<file path="src/rtl/dl_sched_pkg.sv">
// Shared types for the download-to-SDRAM write scheduler: FSM states and the
// FIFO entry carried from the byte side to the SDRAM port.
package dl_sched_pkg;

   localparam int WADDR_MAX_W = 31;

   typedef enum logic [1:0] {
      ST_IDLE,
      ST_ISSUE,
      ST_FLUSH,
      ST_DONE
   } dl_state_t;

   typedef struct packed {
      logic [WADDR_MAX_W-1:0] addr;
      logic [1:0]             ds;
      logic [15:0]            din;
   } dl_entry_t;

endpackage

</file>
<file path="src/rtl/dl_fifo.sv">
// Synchronous FIFO of generic entries; pushes into a full FIFO and pops from
// an empty FIFO are ignored. DEPTH must be a power of two so pointers wrap.
module dl_fifo
   import dl_sched_pkg::*;
#(
   parameter int  DEPTH   = 4,
   parameter type entry_t = dl_entry_t
) (
   input  logic   clk_sys,
   input  logic   reset_n,
   input  logic   push,
   input  entry_t din,
   input  logic   pop,
   output entry_t dout,
   output logic   empty,
   output logic   full
);

   localparam int PW = $clog2(DEPTH);
   localparam int CW = PW + 1;

   entry_t          mem [DEPTH];
   logic [PW-1:0]   wr_ptr;
   logic [PW-1:0]   rd_ptr;
   logic [CW-1:0]   count;
   logic            do_push;
   logic            do_pop;

   assign empty   = (count == '0);
   assign full    = (count == CW'(DEPTH));
   assign do_push = push & ~full;
   assign do_pop  = pop & ~empty;
   assign dout    = mem[rd_ptr];

   always_ff @(posedge clk_sys) begin
      if (do_push) mem[wr_ptr] <= din;
   end

   always_ff @(posedge clk_sys or negedge reset_n) begin
      if (!reset_n) begin
         wr_ptr <= '0;
         rd_ptr <= '0;
         count  <= '0;
      end else begin
         if (do_push) wr_ptr <= wr_ptr + PW'(1);
         if (do_pop)  rd_ptr <= rd_ptr + PW'(1);
         case ({do_push, do_pop})
            2'b10:   count <= count + CW'(1);
            2'b01:   count <= count - CW'(1);
            default: count <= count;
         endcase
      end
   end

endmodule

</file>
<file path="src/rtl/dl_sdram_sched.sv">
// Queues download bytes and issues them as 16-bit SDRAM writes, one at a time.
// Define DL_PACK_EN to merge even/odd byte pairs of a word into one write.
//
// state    | meaning
// ST_IDLE  | waiting for a queued entry
// ST_ISSUE | request raised or about to be raised, held until port_ack
// ST_FLUSH | download ended; draining pending byte and FIFO
// ST_DONE  | all data committed, rom_loaded high
module dl_sdram_sched
   import dl_sched_pkg::*;
#(
   parameter int FIFO_DEPTH = 4,
   parameter int ADDR_W     = 25
) (
   input  logic              clk_sys,
   input  logic              reset_n,
   input  logic              dl_active,
   input  logic              dl_wr,
   input  logic [ADDR_W-1:0] dl_addr,
   input  logic [7:0]        dl_data,
   output logic              port_req,
   input  logic              port_ack,
   output logic [ADDR_W-2:0] port_addr,
   output logic [1:0]        port_ds,
   output logic [15:0]       port_din,
   output logic              rom_loaded,
   output logic              busy,
   output logic              overflow
);

   dl_state_t state;
   dl_entry_t byte_ent;
   dl_entry_t push_entry;
   dl_entry_t head;
   logic      act_q;
   logic      rise;
   logic      fall;
   logic      wr_en;
   logic      push;
   logic      drop;
   logic      fifo_empty;
   logic      fifo_full;
   logic      pend_busy;

   assign rise  = dl_active & ~act_q;
   assign fall  = ~dl_active & act_q;
   assign wr_en = dl_wr & dl_active;
   assign byte_ent = '{addr: WADDR_MAX_W'(dl_addr[ADDR_W-1:1]),
                       ds:   {dl_addr[0], ~dl_addr[0]},
                       din:  {dl_data, dl_data}};

`ifdef DL_PACK_EN
   dl_entry_t pend_entry;
   logic      pend_valid;
   logic      pend_load;
   logic      pend_clear;

   // A pending even byte merges with the odd byte of the same word; anything
   // else flushes the pending byte alone and takes its place.
   always_comb begin
      push       = 1'b0;
      push_entry = pend_entry;
      pend_load  = 1'b0;
      pend_clear = 1'b0;
      if (wr_en) begin
         if (pend_valid && dl_addr[0] && pend_entry.ds == 2'b01 &&
             pend_entry.addr == byte_ent.addr) begin
            push       = 1'b1;
            push_entry = '{addr: byte_ent.addr, ds: 2'b11,
                           din: {dl_data, pend_entry.din[7:0]}};
            pend_clear = 1'b1;
         end else if (pend_valid) begin
            push      = 1'b1;
            pend_load = 1'b1;
         end else if (dl_addr[0]) begin
            push       = 1'b1;
            push_entry = byte_ent;
         end else begin
            pend_load = 1'b1;
         end
      end else if (fall && pend_valid) begin
         push       = 1'b1;
         pend_clear = 1'b1;
      end
   end

   always_ff @(posedge clk_sys or negedge reset_n) begin
      if (!reset_n) begin
         pend_valid <= 1'b0;
         pend_entry <= '0;
      end else if (pend_load) begin
         pend_valid <= 1'b1;
         pend_entry <= byte_ent;
      end else if (pend_clear) begin
         pend_valid <= 1'b0;
      end
   end

   assign pend_busy = pend_valid;
`else
   assign push       = wr_en;
   assign push_entry = byte_ent;
   assign pend_busy  = 1'b0;
`endif

   assign drop = push & fifo_full;
   assign busy = ~fifo_empty | port_req | pend_busy;

   dl_fifo #(.DEPTH(FIFO_DEPTH), .entry_t(dl_entry_t)) u_fifo (
      .clk_sys (clk_sys),
      .reset_n (reset_n),
      .push    (push),
      .din     (push_entry),
      .pop     (port_req & port_ack),
      .dout    (head),
      .empty   (fifo_empty),
      .full    (fifo_full)
   );

   always_ff @(posedge clk_sys or negedge reset_n) begin
      if (!reset_n) begin
         state      <= ST_IDLE;
         act_q      <= 1'b0;
         port_req   <= 1'b0;
         port_addr  <= '0;
         port_ds    <= '0;
         port_din   <= '0;
         rom_loaded <= 1'b0;
         overflow   <= 1'b0;
      end else begin
         act_q <= dl_active;
         if (rise) begin
            rom_loaded <= 1'b0;
            overflow   <= 1'b0;
         end
         if (drop) overflow <= 1'b1;
         if (port_req && port_ack) port_req <= 1'b0;
         case (state)
            ST_IDLE: begin
               if (fall)             state <= ST_FLUSH;
               else if (!fifo_empty) state <= ST_ISSUE;
            end
            ST_ISSUE: begin
               if (fall) begin
                  state <= ST_FLUSH;
               end else if (port_req && port_ack) begin
                  state <= ST_IDLE;
               end else if (!port_req) begin
                  port_req  <= 1'b1;
                  port_addr <= head.addr[ADDR_W-2:0];
                  port_ds   <= head.ds;
                  port_din  <= head.din;
               end
            end
            ST_FLUSH: begin
               if (rise) begin
                  state <= port_req ? ST_ISSUE : ST_IDLE;
               end else if (port_req) begin
                  state <= ST_FLUSH;
               end else if (!fifo_empty) begin
                  port_req  <= 1'b1;
                  port_addr <= head.addr[ADDR_W-2:0];
                  port_ds   <= head.ds;
                  port_din  <= head.din;
               end else begin
                  state      <= ST_DONE;
                  rom_loaded <= 1'b1;
               end
            end
            ST_DONE: begin
               if (rise) state <= ST_IDLE;
            end
            default: state <= ST_IDLE;
         endcase
      end
   end

endmodule

</file>
<file path="config.mk">
export PLATFORM = sky130hd
export DESIGN_NAME = dl_sdram_sched
export DESIGN_NICKNAME = d
export VERILOG_FILES = /design/src/rtl/dl_sched_pkg.sv /design/src/rtl/dl_fifo.sv /design/src/rtl/dl_sdram_sched.sv
export SDC_FILE = /design/constraint.sdc
export NUM_CORES = 1
export LEC_CHECK = 0
export ABC_AREA = 1
export CAP_MARGIN = 0
export CORE_UTILIZATION = 26
export DETAILED_ROUTE_END_ITERATION = 8
export GPL_TIMING_DRIVEN = 0
export HOLD_SLACK_MARGIN = 0.12
export PLACE_DENSITY_LB_ADDON = 0.12
export SETUP_SLACK_MARGIN = 0.15
export SKIP_CTS_REPAIR_TIMING = 1
export SLEW_MARGIN = 40
export SYNTH_ARGS = -nofsm -noshare
export SYNTH_HDL_FRONTEND = slang
export SYNTH_SLANG_ARGS = --single-unit
export TNS_END_PERCENT = 50
</file>
<file path="constraint.sdc">
create_clock -name clk_sys -period 2.7 [get_ports clk_sys]
set_input_delay 0.405 -clock clk_sys [delete_from_list [all_inputs] [get_ports clk_sys]]
set_output_delay 0.405 -clock clk_sys [all_outputs]
set_load 0.02 [all_outputs]
</file>
==> results_dict.tcl <==
set metrics [dict create \
    outcome "complete, no violations" \
    drtIter0Drc 366 \
    tightestPinTransition_ns 0.636 \
    first_global_vias 5131 \
    num_antenna_cells 0 \
    grt_overflow_total 0 \
    dieHeight_um 172 \
    seq_power_share 0.365 \
    max_slew_margin 0.576 \
    slew_viol_final 0 \
    hold_path_class "in2async" \
    syn-instance-count 669 \
    syn_area_um2 7470 \
    crit_arrival_ns 2.56 \
    yosysSeqAreaShare 0.704 \
    power_density_nw_per_um2 1100 \
    nFillCells 2801 \
    p_leak_nw 3.73 \
    peakVddDrop_mv 0.454 \
    rr_worst_depth 9 \
    cts_root_buffer "clkbuf_16" \
    wl_per_cell_um 15.9 \
    required_ns 2.99 \
    reg2reg_slack_ns 0.43 \
    yosys_warnings 0 \
    drc 0 \
    core_um2 28000 \
    cts_buffers 17 \
    fin_skew_ns 0.0124 \
    reg2reg_from "u_fifo.count[1]$_DFFE_PN0P_" \
    clock_latency_ns 0.42 \
    synth_cell_types 24 \
    dieWidth_um 172 \
    viasPerCell 4.22 \
    hold_viol 0 \
    period_share 0.840 \
    setup_viol 0 \
    gp_congestion 0.736 \
    fmax_ghz 0.441 \
    synth_area_per_cell_um2 11.2 \
    combPwrFrac 0.409 \
    ys_ff_latch 183 \
    start_kind "flop" \
    fin_crit_ns 2.27 \
    start_util 0.267 \
    path_clk_slew_ns 0.07 \
    r2r-end "u_fifo.count[2]$_DFFE_PN0P_" \
    switching_share 0.383 \
    critPathKind "reg2reg" \
    p_switching_mw 4.02 \
    p_int_mw 6.48 \
    place_hpwl_mm 12.4 \
    fin_tns_setup_ns 0 \
    rsz0062_at_grt "false" \
    track_usage 0.133 \
    clock_sinks 183 \
    area_growth_pct 28.2 \
    drive_gt1_frac 0.102 \
    clockBufferDepth 2 \
    cap_violations 0 \
    cts_tree "built" \
    cp_max_fo 8 \
    io_buffers 83 \
    antenna_found_initial 0 \
    crit_start "u_fifo.count[1]$_DFFE_PN0P_" \
    std_cell_rows 61 \
    grt_max_degree 34 \
    critPathCaptureType "flop" \
    ant_nets 0 \
    htree_levels 4 \
    first_pass_iters 4 \
    grt_first_pass_wirelength_mm 28.6 \
    power_frac_clock 0.226 \
    vias 4946 \
    power.total_mw 10.5 \
    wl_mm 18.6 \
    num_io_pins 84 \
    die_area_um2 29400 \
    final_util 0.342 \
    syn_nets 719 \
    nNetsFinal 831 \
]
==> area by class of cell <==
class	instances	area, um^2	area share
plain buffers	40	234	0.0244
clock buffers	17	425	0.0444
clock inverters	15	133	0.0138
inverters	27	101	0.0106
multi-input cells	419	1910	0.200
flip-flops and latches	183	5260	0.549
well taps	378	473	0.0494
repair buffers	93	1040	0.109
==> per-stage QoR <==
step | worst slack (ns) | instance area [um^2] | hold slack [ns] | cells
finish | 0.432 | 9580 | 0.388 | 1172
global route | 0.244 | 9580 | 0.399 | 1172
CTS | 0.181 | 9570 | -0.158 | 1171
detailed placement | -0.0754 | 9010 | 0.304 | 1139
global placement | -2.12 | 8780 | 0.470 | 1130
floorplan | 0.0928 | 7470 | 0.109 | 669
==> sequential cells by signal, summed over array words and instances, names as in the netlist <==
name	count
act_q	1
overflow	1
port_addr	24
port_din	8
port_ds	2
port_req	1
rom_loaded	1
state	2
u_fifo.count	3
u_fifo.mem	136
u_fifo.rd_ptr	2
u_fifo.wr_ptr	2
==> worst max-delay path, cell delays in order (launching register included) <==
cell and delay (ns):
dfrtp_1 0.40, nor2_1 0.19, nand2_1 0.13, nand3_2 0.27
ha_1 0.22, inv_1 0.07, fa_1 0.44, a21oi_1 0.16
o21ai_0 0.12, xor2_1 0.16
==> worst max-delay path by stage <==
stage                                             end  slack (ns)  cells after the start
after CTS                 u_fifo.count[2]$_DFFE_PN0P_        0.18                      9
after detailed placement  u_fifo.count[2]$_DFFE_PN0P_       -0.08                      8
final                     u_fifo.count[2]$_DFFE_PN0P_        0.43                      9
after floorplan           u_fifo.mem[0][10]$_DFFE_PP_        0.09                      4
after global routing      u_fifo.count[2]$_DFFE_PN0P_        0.24                      9
after global placement    u_fifo.mem[0][21]$_DFFE_PP_       -2.12                      3
==> synth_stat cells <==
cell / count / area, um^2
nor2_1: 152 / 571
edfxtp_1: 136 / 4080
nand2_1: 130 / 488
o21ai_0: 70 / 350
dfrtp_1: 47 / 1180
nand3_1: 39 / 195
inv_1: 24 / 90.1
buf_2: 15 / 75.1
buf_4: 11 / 82.6
ha_1: 11 / 138
clkbuf_1: 10 / 37.5
o21ai_1: 5 / 25.0
a21oi_1: 3 / 15.0
buf_6: 3 / 33.8
xor2_1: 3 / 26.3
inv_2: 2 / 7.51
a21boi_0: 1 / 7.51
a21oi_4: 1 / 16.3
clkbuf_2: 1 / 5.00
clkinv_1: 1 / 3.75
fa_1: 1 / 20.0
nand2_2: 1 / 6.26
nand2_4: 1 / 11.3
xnor2_1: 1 / 8.76
==> power by group through the flow <==
stage	Sequential (mW)	Clock [mW]	Combinational, mW
after global routing	3.90	2.55	4.81
after CTS	3.85	2.44	4.39
after detailed placement	3.90	0	4.38
final	3.83	2.37	4.29
after global placement	3.91	0	4.19
after floorplan	4.19	0	2.29
==> cells by family (layout without fill, tap and decap cells) <==
logic type,count (synthesis),in the layout,share of synthesized area
simple gates,323,323,0.170
flops,183,183,0.704
compound gates,80,80,0.0554
buf+inv,67,192,0.0449
fa+ha+maj,12,12,0.0211
xor+xnor,4,4,0.00469
==> cell usage in the layout (no fill, tap or decap), types with 2 or more instances in the layout <==
cell type,count
xor2_1,3
inv_2,2
buf_16,5
dfrtp_1,47
buf_4,12
clkdlybuf4s50_1,82
buf_8,3
ha_1,11
clkinvlp_4,3
nand3_1,38
inv_6,6
edfxtp_1,136
a21oi_1,3
inv_1,24
nor2_4,4
clkbuf_1,10
buf_2,15
inv_8,4
nor2_1,148
nand2_1,130
buf_6,3
o21ai_1,5
clkinv_1,2
o21ai_0,70
clkbuf_16,17
==> layer usage <==
layer,track usage,part of all wire
met5,0,0
met4,0.0497,0.010
met3,0.0237,0.035
met2,0.236,0.51
met1,0.160,0.44
Power figures use the tool's default switching activity.
